==> src/rtl/multicycle_control_fsm.sv <==
// Multi-cycle control unit: Moore FSM sequencing FETCH/DECODE/EXEC/MEM/WB phases
// on a shared ALU/memory datapath, with an optional multi-cycle MUL stall.
module multicycle_control_fsm #(
    parameter int unsigned ALUC_W     = 4,
    parameter int unsigned RD_W       = 4,
    parameter int unsigned MUL_CYCLES = 1
) (
    input  logic              clk,
    input  logic              reset,
    input  logic [1:0]        Op,
    input  logic [5:0]        Funct,
    input  logic [RD_W-1:0]   Rd,
    input  logic              CondEx,
    output logic              IRWrite,
    output logic              PCWrite,
    output logic              AdrSrc,
    output logic              MemW,
    output logic              RegW,
    output logic [1:0]        ResultSrc,
    output logic              ALUSrcA,
    output logic [1:0]        ALUSrcB,
    output logic [1:0]        ImmSrc,
    output logic [1:0]        RegSrc,
    output logic [ALUC_W-1:0] ALUControl,
    output logic [1:0]        FlagW,
    output logic              InstrDone
);

    typedef enum logic [3:0] {
        StFetch,
        StDecode,
        StMemAdr,
        StMemRd,
        StMemWb,
        StMemWr,
        StExecR,
        StExecI,
        StMulWait,
        StAluWb,
        StBranch
    } state_e;

    localparam logic [3:0] AluAdd = 4'b0000;
    localparam logic [3:0] AluSub = 4'b0001;
    localparam logic [3:0] AluMul = 4'b0010;
    localparam logic [3:0] AluBrd = 4'b0011;
    localparam logic [3:0] AluAnd = 4'b0100;
    localparam logic [3:0] AluOrr = 4'b0101;
    localparam logic [3:0] AluPrd = 4'b0110;
    localparam logic [3:0] AluMov = 4'b1000;
    localparam logic [3:0] AluStp = 4'b1100;
    localparam logic [3:0] AluCme = 4'b1101;

    // MULWAIT runs MUL_CYCLES-1 cycles; the counter reaches zero on the last one.
    localparam bit          MulStall = (MUL_CYCLES > 1);
    localparam int unsigned MulLoad  = (MUL_CYCLES > 1) ? (MUL_CYCLES - 2) : 0;
    localparam logic [3:0]  CntLoad  = MulLoad[3:0];

    state_e     state_q, state_d;
    logic [3:0] cnt_q, cnt_d;

    logic [3:0] dp_alu;
    logic       dp_valid;
    logic       dp_no_wr;
    logic       dp_s;
    logic       dp_is_mul;
    logic       mul_stall;
    logic       dp_wr_ok;
    logic [1:0] flag_upd;
    logic       rd_pc;
    logic [1:0] reg_src;
    logic [3:0] alu_ctrl;

    always_ff @(posedge clk) begin
        if (reset) begin
            state_q <= StFetch;
            cnt_q   <= 4'd0;
        end else begin
            state_q <= state_d;
            cnt_q   <= cnt_d;
        end
    end

    // Data-processing decode of Funct[4:1]; unknown codes fall back to ADD with no writes.
    always_comb begin
        dp_alu   = AluAdd;
        dp_valid = 1'b1;
        dp_no_wr = 1'b0;
        case (Funct[4:1])
            4'b0000: dp_alu = AluAdd;
            4'b0001: dp_alu = AluSub;
            4'b0010: dp_alu = AluMul;
            4'b0011: dp_alu = AluMov;
            4'b1000: dp_alu = AluAnd;
            4'b1001: dp_alu = AluOrr;
            4'b1010: dp_alu = AluPrd;
            4'b1011: dp_alu = AluBrd;
            4'b0100: begin
                dp_alu   = AluSub;
                dp_no_wr = 1'b1;
            end
            4'b1100: dp_alu = AluStp;
            4'b1101: begin
                dp_alu   = AluCme;
                dp_no_wr = 1'b1;
            end
            4'b1111: dp_alu = AluMov;
            default: begin
                dp_alu   = AluAdd;
                dp_valid = 1'b0;
            end
        endcase
    end

    assign dp_s      = Funct[0];
    assign dp_is_mul = (Funct[4:1] == 4'b0010);
    assign mul_stall = MulStall & dp_is_mul;
    assign dp_wr_ok  = CondEx & dp_valid & ~dp_no_wr;
    assign rd_pc     = &Rd;
    assign flag_upd  = {2{CondEx & dp_valid}}
                     & {dp_s, dp_s & ((dp_alu == AluAdd) | (dp_alu == AluSub))};

    always_comb begin
        if (Op == 2'b01 && !Funct[0]) begin
            reg_src = 2'b10;
        end else if (Op == 2'b10) begin
            reg_src = 2'b01;
        end else begin
            reg_src = 2'b00;
        end
    end

    always_comb begin
        state_d   = state_q;
        cnt_d     = cnt_q;
        IRWrite   = 1'b0;
        PCWrite   = 1'b0;
        AdrSrc    = 1'b0;
        MemW      = 1'b0;
        RegW      = 1'b0;
        ResultSrc = 2'b00;
        ALUSrcA   = 1'b0;
        ALUSrcB   = 2'b00;
        ImmSrc    = Op;
        RegSrc    = reg_src;
        alu_ctrl  = AluAdd;
        FlagW     = 2'b00;
        InstrDone = 1'b0;

        unique case (state_q)
            StFetch: begin
                IRWrite   = 1'b1;
                PCWrite   = 1'b1;
                ALUSrcA   = 1'b1;
                ALUSrcB   = 2'b10;
                ResultSrc = 2'b10;
                state_d   = StDecode;
            end
            StDecode: begin
                ALUSrcA   = 1'b1;
                ALUSrcB   = 2'b10;
                ResultSrc = 2'b10;
                case (Op)
                    2'b01:   state_d = StMemAdr;
                    2'b10:   state_d = StBranch;
                    2'b11:   state_d = StExecI;
                    default: state_d = Funct[5] ? StExecI : StExecR;
                endcase
            end
            StMemAdr: begin
                ALUSrcB = 2'b01;
                state_d = Funct[0] ? StMemRd : StMemWr;
            end
            StMemRd: begin
                AdrSrc  = 1'b1;
                state_d = StMemWb;
            end
            StMemWb: begin
                ResultSrc = 2'b01;
                RegW      = CondEx;
                PCWrite   = CondEx & rd_pc;
                InstrDone = 1'b1;
                state_d   = StFetch;
            end
            StMemWr: begin
                AdrSrc    = 1'b1;
                MemW      = CondEx;
                InstrDone = 1'b1;
                state_d   = StFetch;
            end
            StExecR, StExecI: begin
                ALUSrcB  = (state_q == StExecI) ? 2'b01 : 2'b00;
                alu_ctrl = dp_alu;
                if (mul_stall) begin
                    state_d = StMulWait;
                    cnt_d   = CntLoad;
                end else begin
                    FlagW   = flag_upd;
                    state_d = StAluWb;
                end
            end
            StMulWait: begin
                alu_ctrl = AluMul;
                if (cnt_q == 4'd0) begin
                    FlagW   = flag_upd;
                    state_d = StAluWb;
                end else begin
                    cnt_d = cnt_q - 4'd1;
                end
            end
            StAluWb: begin
                RegW      = dp_wr_ok;
                PCWrite   = dp_wr_ok & rd_pc;
                InstrDone = 1'b1;
                state_d   = StFetch;
            end
            StBranch: begin
                ALUSrcB   = 2'b01;
                ResultSrc = 2'b10;
                PCWrite   = CondEx;
                InstrDone = 1'b1;
                state_d   = StFetch;
            end
            default: state_d = StFetch;
        endcase

        // Reset abandons any in-flight instruction without a single write.
        if (reset) begin
            IRWrite   = 1'b0;
            PCWrite   = 1'b0;
            MemW      = 1'b0;
            RegW      = 1'b0;
            FlagW     = 2'b00;
            InstrDone = 1'b0;
            state_d   = StFetch;
            cnt_d     = 4'd0;
        end
    end

    assign ALUControl = ALUC_W'(alu_ctrl);

endmodule

==> config.mk <==
export PLATFORM = sky130hd
export DESIGN_NAME = multicycle_control_fsm
export DESIGN_NICKNAME = d
export VERILOG_FILES = /design/src/rtl/multicycle_control_fsm.sv
export SDC_FILE = /design/constraint.sdc
export NUM_CORES = 1
export LEC_CHECK = 0
export ABC_AREA = 1
export BUFFER_PORTS_ARGS = -buffer_cell sky130_fd_sc_hd__buf_4
export CORE_MARGIN = 2
export CORE_UTILIZATION = 35
export DETAILED_ROUTE_END_ITERATION = 8
export RECOVER_POWER = 50
export SETUP_SLACK_MARGIN = 0.2
export SYNTH_ARGS = -nofsm -noshare
export SYNTH_HDL_FRONTEND = slang
export SYNTH_SLANG_ARGS = --single-unit
==> constraint.sdc <==
create_clock -name clk -period 2.6 [get_ports clk]
set_clock_uncertainty 0.05 [all_clocks]
set_input_delay 0.39 -clock clk [delete_from_list [all_inputs] [get_ports clk]]
set_output_delay 0.39 -clock clk [all_outputs]
set_load 0.02 [all_outputs]
==> results of run 1 <==
## state kept, by name (all words and copies together) (netlist names)
signal and cells:
state_q 4, cnt_q 4
## logic make-up after synthesis
kind of cell / count (synthesis) / share of synthesized area
simple gates: 75 / 0.419
flops: 8 / 0.181
compound gates: 23 / 0.153
buf+inv: 35 / 0.161
fa+ha+maj: 6 / 0.0850
## power groups by stage
| stage | clock [µW] | combinational (µW) | sequential [µW] |
|---|---|---|---|
| after detailed placement | 0 | 280 | 154 |
| after global routing | 109 | 297 | 150 |
| final | 93.9 | 266 | 148 |
| after CTS | 95.9 | 281 | 151 |
| after floorplan | 0 | 192 | 145 |
| after global placement | 0 | 278 | 153 |
## synth_stat cells (4+ instances only)
cell / instances
inv_1: 25
nand2_1: 27
nor3_1: 5
o21ai_0: 8
ha_1: 6
dfxtp_1: 8
nor2_1: 18
a21oi_1: 6
nor2_2: 5
inv_2: 5
nand3_1: 9
nor2_4: 4
## cells in the final DEF (no fill, tap or decap), types with 3 or more instances in the layout
cell type	count
nor2_4	3
inv_1	26
buf_4	30
nand2_1	28
dfxtp_1	8
nor3_1	5
clkbuf_4	3
clkbuf_1	5
ha_1	6
nor2_1	22
inv_2	4
a21oi_1	6
nand3_1	10
o21ai_0	9
## metrics by stage
stage          area (µm²)  setup WS (ps)  hold slack (ps)  cells
2_1_floorplan         883            818              391    147
3_3_place_gp         1160            870              413    208
3_5_place_dp         1160            845              426    208
4_1_cts              1180            565              307    211
5_1_grt              1140            293              298    211
6_report             1140            535              309    211
## how the worst max path moves through the flow
stage	startpoint	to	slack [ps]
3_3_place_gp	state_q[0]	PCWrite	870
4_1_cts	state_q[2]	FlagW[0]	560
2_1_floorplan	state_q[0]	RegW	820
6_report	state_q[2]	FlagW[0]	540
5_1_grt	state_q[2]	FlagW[0]	290
3_5_place_dp	state_q[2]	FlagW[0]	840
## layout make-up
class,count,area [µm²],area share
clock buffer,3,22.5,0.0198
inverter,31,116,0.102
multi-input combinational,104,558,0.490
sequential,8,160,0.141
tap,30,37.5,0.0330
timing repair buffer,35,244,0.214
## layer usage
layer  share of wire  track usage  up-vias
met5               0            0        -
met4          0.0070       0.0583        0
met3           0.048       0.0410        3
met2            0.48        0.263       19
met1            0.46        0.198      431
li1                -            -      528
==> impl_metrics.yaml, run 1 <==
cts:
  cts_tree: "built"
  cts.sinks: 8
  htreeDepth: 1
  cts_hold_buf: 0
  path_clk_slew_ps: 50
  cts_resized: 0
  insertion_delay_ps: 250
  cts_root_buffer: "clkbuf_4"
  post-cts-setup-buffers: 0
  cts_made_buffers: 3
  cts_buffer_depth: 2
floorplanning:
  initial_utilization: 0.363
  placement_rows: 18
  die_w_um: 54.2
  die_y_um: 54.2
  ioPinCount: 36
  core_mm2: 0.00243
  die_area_mm2: 0.00294
power_and_ir_drop:
  switchingPower_uw: 220
  cellPowerDensity_mw_per_mm2: 446
  sw_frac_of_total: 0.433
  p_clk_frac: 0.185
  internal_power_uw: 288
  seqPwrFrac: 0.291
  power_uw: 508
  ir_drop_uv: 336
  leakage_uw: 0.000630
  power_frac_comb: 0.524
routing:
  ant_nets: 0
  drtIter0Drc: 9
  wl_um: 2130
  vias: 981
  routed_via_density: 4.65
  wl_per_cell_um: 10.1
  detail_route.first_pass.iterations: 4
  drc: 0
worst_hold_path:
  hold_class: "in2reg"
  whs_path_depth: 2
  hold_path_end: "state_q[0]"
  worstHoldStart: "reset"
setup_path:
  timing.rr.start: "cnt_q[0]"
  critical_path_required_ps: 2160
  cp_cell_sequence: "inv_2 -> nor2_1 -> nand2_1 -> nand2_2 -> nand2_1 -> nor2_1 -> nand2_1 -> nor2_1 -> buf_4"
  critPathLaunchType: "flop"
  r2r_slack_ps: 1120
  end_kind: "output port"
  worstReg2RegEnd: "cnt_q[3]"
  path_buf_inv: 2
  crit_type: "reg2out"
  rr_worst_depth: 8
  arrival_ps: 1620
  path_depth: 9
  cp_slowest_cell: "dfxtp_1"
  cp_max_fo: 6
  crit_family: "simple AND/OR/NAND/NOR gates"
  cp_slowest_stage_delay_ps: 370
sta:
  max_freq_ghz: 0.484
  maxSlewViolCount: 0
  period_share: 0.794
  rsz0062_at_grt: "no"
  setup_tns_ps: 0
  tightest_slew_ps: 368
  period_minus_slack_ps: 2060
  slew_headroom: 0.754
  setup_viol: 0
  hold_viol: 0
synthesis:
  synth_seq_cells: 8
  async_reset_ff_frac: 0
  synthesis.area_um2: 883
  ys.flop_type: "dfxtp_1"
  syn_nets: 168
  synthDistinctLibCells: 27
  yosys.area.top_type: "dfxtp_1"
  synth_top_area_frac: 0.181
  synth_edf_count: 0
  yosys_warnings: 0
  synthCells: 147
  synthTopCellsByArea: "dfxtp_1, nand2_1, inv_1"
  ys_seq_area_frac: 0.181
  avgSynthCellArea_um2: 6.01
cells_and_area:
  fill_cells: 277
  drive_gt1_frac: 0.260
  n_antenna_cell: 0
  syn2layout_area_growth_pct: 28.9
  fin_util: 0.468
  nets: 204
global_route:
  grt_first_pass_wirelength_um: 3480
  grt_pass1_vias: 868
  antenna_found_initial: 0
  grt_max_degree: 11
  grt_util_all_layers: 0.159
  overflow: 0
place:
  hpwl_um: 1820
  portBuffers: 35
  gp_congestion: 0.787
run_status:
  status: "finished, final reports clean"
job:
  cap_viol_max_count: 0
No activity file was read; power rests on OpenSTA's default activity.
==> run 2, diff against run 1 <==
Settings changed: ABC_AREA 1 to 0.
Clock period 2.6 ns to 1.9 ns, I/O delays scaled along.
==> run 2 against run 1 <==
The run now ends with negative setup slack left. Via count up 2.2%. Sequential power increased by 34%. Critical path depth down 4. Worst hold slack worse by 78 ps. Routed wire length is 20% higher. Combinational power rose by 110%. Total power up 73%. Die area down 2.6%. Synthesized area fell by 2.8%. Global-route usage increased by 3.0 points. Flip-flop and latch count is the same. Critical endpoint unchanged.
==> impl_metrics.yaml, run 2 <==
place:
  gp_congestion: 0.738
  dpl.cell_count: 182
  placed_cell_area_mm2: 0.00122
  hpwl_um: 1780
  portBuffers: 35
cts:
  cts_buffer_depth: 2
  cts_hold_buf: 0
  insertion_delay_ps: 270
  path_clk_slew_ps: 60
  htreeDepth: 1
  cts_root_buffer: "clkbuf_4"
  cts_tree: "built"
  cts.sinks: 8
  cts_made_buffers: 3
synthesis:
  synth-simple-area-share: 0.386
  async_reset_ff_frac: 0
  synth_top_family_by_area: "simple AND/OR/NAND/NOR gates"
  synth_mux_area_frac: 0.0233
  synth_edf_count: 0
  avgSynthCellArea_um2: 7.27
  synthesis.area_um2: 858
  ys.flop_type: "dfxtp_1"
  synth_compound_area_frac: 0.192
  synth_most_common_cell: "nor2_1"
  syn_nets: 139
  synthDistinctLibCells: 38
  yosys.area.top_type: "dfxtp_1"
  synth_top_area_frac: 0.187
  synthCells: 118
  yosys_warnings: 0
  synth.top_cells.by_count: "nor2_1, o21ai_0, dfxtp_1, inv_1"
  synth_seq_cells: 8
  synthTopCellsByArea: "dfxtp_1, ha_1, o21ai_0"
  synth_adder_area_share: 0.0991
  ys_seq_area_frac: 0.187
  synth_xor_xnor_area_share: 0.0204
setup_path:
  critical_path_required_ps: 1560
  cp_max_fo: 2
  end_kind: "output port"
  arrival_ps: 1950
  critPathLaunchType: "flop"
  crit_type: "reg2out"
floorplanning:
  die_w_um: 53.5
  die_y_um: 53.5
  placement_rows: 17
  core_mm2: 0.00228
  ioPinCount: 36
  die_area_mm2: 0.00286
  initial_utilization: 0.377
global_route:
  grt_max_degree: 17
  overflow: 0
  grt_util_all_layers: 0.189
  grt_first_pass_wirelength_um: 3870
  grt_pass1_vias: 884
  antenna_found_initial: 0
sta:
  slew_headroom: 0.722
  layout_setup_ws_ps: -390
  hold_viol: 0
  setup_viol: 7
  rsz0062_at_grt: "yes"
  period_share: 1.21
  max_freq_ghz: 0.437
  tightest_slew_ps: 413
  whs_ps: 231
  period_minus_slack_ps: 2290
  maxSlewViolCount: 0
  setup_tns_ps: -1130
cells_and_area:
  final_cells: 194
  n_antenna_cell: 0
  syn2layout_area_growth_pct: 71.6
  layout_common_cells: "buf_4, buf_6, inv_1, nor2_1"
  final_area_mm2: 0.00147
  nets: 189
  reg_top3: "cnt_q x4, state_q x4"
  fill_cells: 194
  layout_commonest_cell: "buf_4"
  drive_gt1_frac: 0.458
routing:
  wl_per_cell_um: 13.2
  detail_route.first_pass.iterations: 4
  drc: 0
  ant_nets: 0
  wl_um: 2550
  vias: 1003
  routed_via_density: 5.17
  drtIter0Drc: 12
power_and_ir_drop:
  seqPwrFrac: 0.224
  sw_frac_of_total: 0.397
  p_clk_frac: 0.155
  power_uw: 881
  leakage_uw: 0.000642
  cellPowerDensity_mw_per_mm2: 598
  power_frac_comb: 0.621
  ir_drop_uv: 432
  switchingPower_uw: 349
  internal_power_uw: 531
run_status:
  status: "complete, but fails checks"
  violations: "negative setup slack"
job:
  cap_viol_max_count: 0
worst_hold_path:
  hold_class: "in2reg"
run 2: cell count changes after synthesis, sizes merged, moves of 5 or more:
cell / change
clkbuf: +5
inv: -22
nand2: -25
nand2b: +6
nand3: -9
nor2: -15
nor2b: +7
run 2: what timing repair did:
item	in CTS	in global routing
resized for setup	26	16
hold endpoints to repair	0	0
endpoints found under the setup margin	13	17
pin swaps	4	3
setup buffers	3	6
run 2: path summary, 6_finish.rpt:
| path | end | slack [ps] | depth (start not counted) | from |
|---|---|---|---|---|
| max | FlagW[0] | -390 | 5 | state_q[1] |
| min | cnt_q[2] | 230 | 2 | reset |
| max reg2reg | cnt_q[3] | 280 | 5 | state_q[1] |
| min reg2reg | cnt_q[1] | 530 | 2 | cnt_q[1] |
run 2: final cells by class:
type | instances | area [µm²] | area share
well taps | 28 | 35.0 | 0.0238
inverters | 8 | 30.0 | 0.0204
repair buffers | 54 | 479 | 0.325
flip-flops and latches | 8 | 164 | 0.111
multi-input cells | 93 | 742 | 0.504
clock buffers | 3 | 22.5 | 0.0153
run 2: kinds of logic after synthesis:
logic type / after synthesis
and+or+nand+nor: 56
AOI/OAI and AO/OA: 26
buffers and inverters: 17
DFF: 8
adders and majority gates: 7
xor gates and xnor gates: 2
muxes: 2
run 2: per-stage QoR:
step / worst slack (ps) / utilization
detailed placement: -97.5 / 0.537
finish: -390 / 0.647
floorplan: -142 / -
CTS: -382 / 0.603
global route: -443 / 0.647
global placement: -79.4 / 0.537
run 2: routing by layer:
metal,global-route usage,vias to the layer above,part of all wire
met5,0,-,0
met3,0.0367,5,0.047
li1,-,509,-
met2,0.313,30,0.49
met4,0.111,0,0.021
met1,0.225,459,0.45
run 2: power by group through the flow:
stage | clock (µW) | combinational, µW | sequential, µW
floorplan | 0 | 268 | 202
global placement | 0 | 433 | 193
detailed placement | 0 | 439 | 195
CTS | 142 | 521 | 195
global route | 152 | 590 | 198
finish | 136 | 547 | 198
run 2: worst max-delay path: stages (launching register included):
cell and delay, ps:
dfxtp_2 330, or4b_4 560, o41ai_4 240, and4_4 270, and3_4 180, buf_6 110
==> run 3, diff against run 2 <==
Settings changed: GPL_TIMING_DRIVEN from default to 0.
==> run 3 against run 2 <==
The flow still finishes with violations (negative setup slack). Critical path depth is 1 higher. Maximum frequency is 2.3% lower. Non-clock buffer count is 7 higher. Sequential share of layout area is 0.34 points lower. Setup slack worse by 54 ps. Utilization is 3.6 points higher. Sequential power is 8% higher. Largest power group unchanged. Count of clock-buffer cells in the layout stayed put. Register-to-register slack worse by 400 ps. Combinational power is 12% higher.
==> impl_metrics.yaml, run 3 (synthesis gave the netlist of run 2 again) <==
run_status:
  status: "complete, but fails checks"
  violations: "negative setup slack"
sta:
  maxSlewViolCount: 0
  setup_viol: 12
  rsz0062_at_grt: "yes"
  period_minus_slack_ps: 2340
  tightest_slew_ps: 488
  period_share: 1.23
  hold_viol: 0
  layout_setup_ws_ps: -444
  slew_headroom: 0.675
  setup_tns_ps: -2300
  max_freq_ghz: 0.427
routing:
  vias: 1060
  ant_nets: 0
  wl_um: 2700
  wl_per_cell_um: 13.4
  drc: 0
  drtIter0Drc: 21
  routed_via_density: 5.27
  detail_route.first_pass.iterations: 4
floorplanning:
  die_w_um: 53.5
  core_mm2: 0.00228
  initial_utilization: 0.377
  ioPinCount: 36
  placement_rows: 17
  die_area_mm2: 0.00286
  die_y_um: 53.5
global_route:
  overflow: 0
  grt_max_degree: 11
  grt_pass1_vias: 898
  grt_first_pass_wirelength_um: 3960
  grt_util_all_layers: 0.188
  antenna_found_initial: 0
cts:
  htreeDepth: 1
  insertion_delay_ps: 260
  cts_tree: "built"
  cts_made_buffers: 3
  path_clk_slew_ps: 50
  cts_buffer_depth: 2
  cts.sinks: 8
  cts_root_buffer: "clkbuf_4"
setup_path:
  critical_path_required_ps: 1560
  end_kind: "output port"
  cp_cell_sequence: "buf_6 -> or4b_4 -> o41ai_4 -> and4_4 -> and3_4 -> buf_6"
  cp_slowest_stage_delay_ps: 540
  cp_slowest_cell: "or4b_4"
  cp_max_fo: 2
  startpoint: "state_q[1]"
  crit_top_cell: "buf_6"
  timing.rr.start: "state_q[1]"
  crit_type: "reg2out"
  r2r_slack_ps: -120
  critPathLaunchType: "flop"
  arrival_ps: 2010
place:
  hpwl_um: 1680
  portBuffers: 34
  gp_congestion: 0.804
cells_and_area:
  nets: 196
  layout_commonest_cell: "buf_4"
  layout_common_cells: "buf_4, buf_6, inv_1, nor2_1, o21ai_0"
  syn2layout_area_growth_pct: 81.0
  drive_gt1_frac: 0.491
  n_antenna_cell: 0
  reg_top3: "cnt_q x4, state_q x4"
power_and_ir_drop:
  cellPowerDensity_mw_per_mm2: 616
  leakage_uw: 0.000673
  ir_drop_uv: 415
  power_uw: 957
worst_hold_path:
  hold_class: "in2reg"
  worstHoldStart: "Funct[0]"
job:
  cap_viol_max_count: 0
## run 3: cell count changes in the layout (fill, tap and decap cells not counted), moves of 2 or more
| cell | change |
|---|---|
| buf_6 | +9 |
| clkbuf_1 | +3 |
| buf_12 | -2 |
| buf_4 | -6 |
## run 3: final timing paths
check | to | cells after the start
hold reg to reg | cnt_q[1] | 2
hold / removal | state_q[1] | 3
setup / recovery | FlagW[0] | 6
setup reg to reg | cnt_q[3] | 9
## run 3: repair_timing
action	4_1_cts	5_1_grt
pin swaps	5	5
resized for setup	28	35
gates cloned	1	0
hold buffers	0	0
buffers inserted	6	11
setup endpoints to repair	14	21
## run 3: critical path: cells and delay by family (launching register included)
family	cells	cell delay, ps
flops	1	310
simple gates	3	990
buf+inv	2	220
compound gates	1	240
## run 3: routing by layer
| metal | GRT usage | wire, µm | vias up |
|---|---|---|---|
| li1 | - | - | 524 |
| met1 | 0.253 | 1140 | 499 |
| met2 | 0.298 | 1430 | 35 |
| met3 | 0.0508 | 119 | 2 |
| met4 | 0.0385 | 13 | 0 |
| met5 | 0 | 0 | - |
## run 3: cell type report
class / count / area, µm²
fillers: 185 / 722
multi-input cells: 93 / 766
well taps: 28 / 35.0
repair buffers: 52 / 458
plain buffers: 9 / 75.1
inverters: 8 / 30.0
clock buffers: 3 / 22.5
flip-flops and latches: 8 / 168
## run 3: through the flow
step / area (µm²) / hold WS [ps] / std cells / utilization / setup slack (ps)
floorplan: 897 / 374 / 118 / - / -142
global route: 1550 / 310 / 201 / 0.683 / -535
detailed placement: 1190 / 470 / 180 / 0.522 / -271
CTS: 1360 / 262 / 190 / 0.599 / -444
global placement: 1190 / 451 / 180 / 0.522 / -286
finish: 1550 / 280 / 201 / 0.683 / -444
## run 3: power breakdown
part	internal [µW]	total [µW]	switching [µW]	leakage, µW
Clock	72.3	131	58.3	0.0000138
Sequential	186	213	26.1	0.0000669
Combinational	325	614	288	0.000593
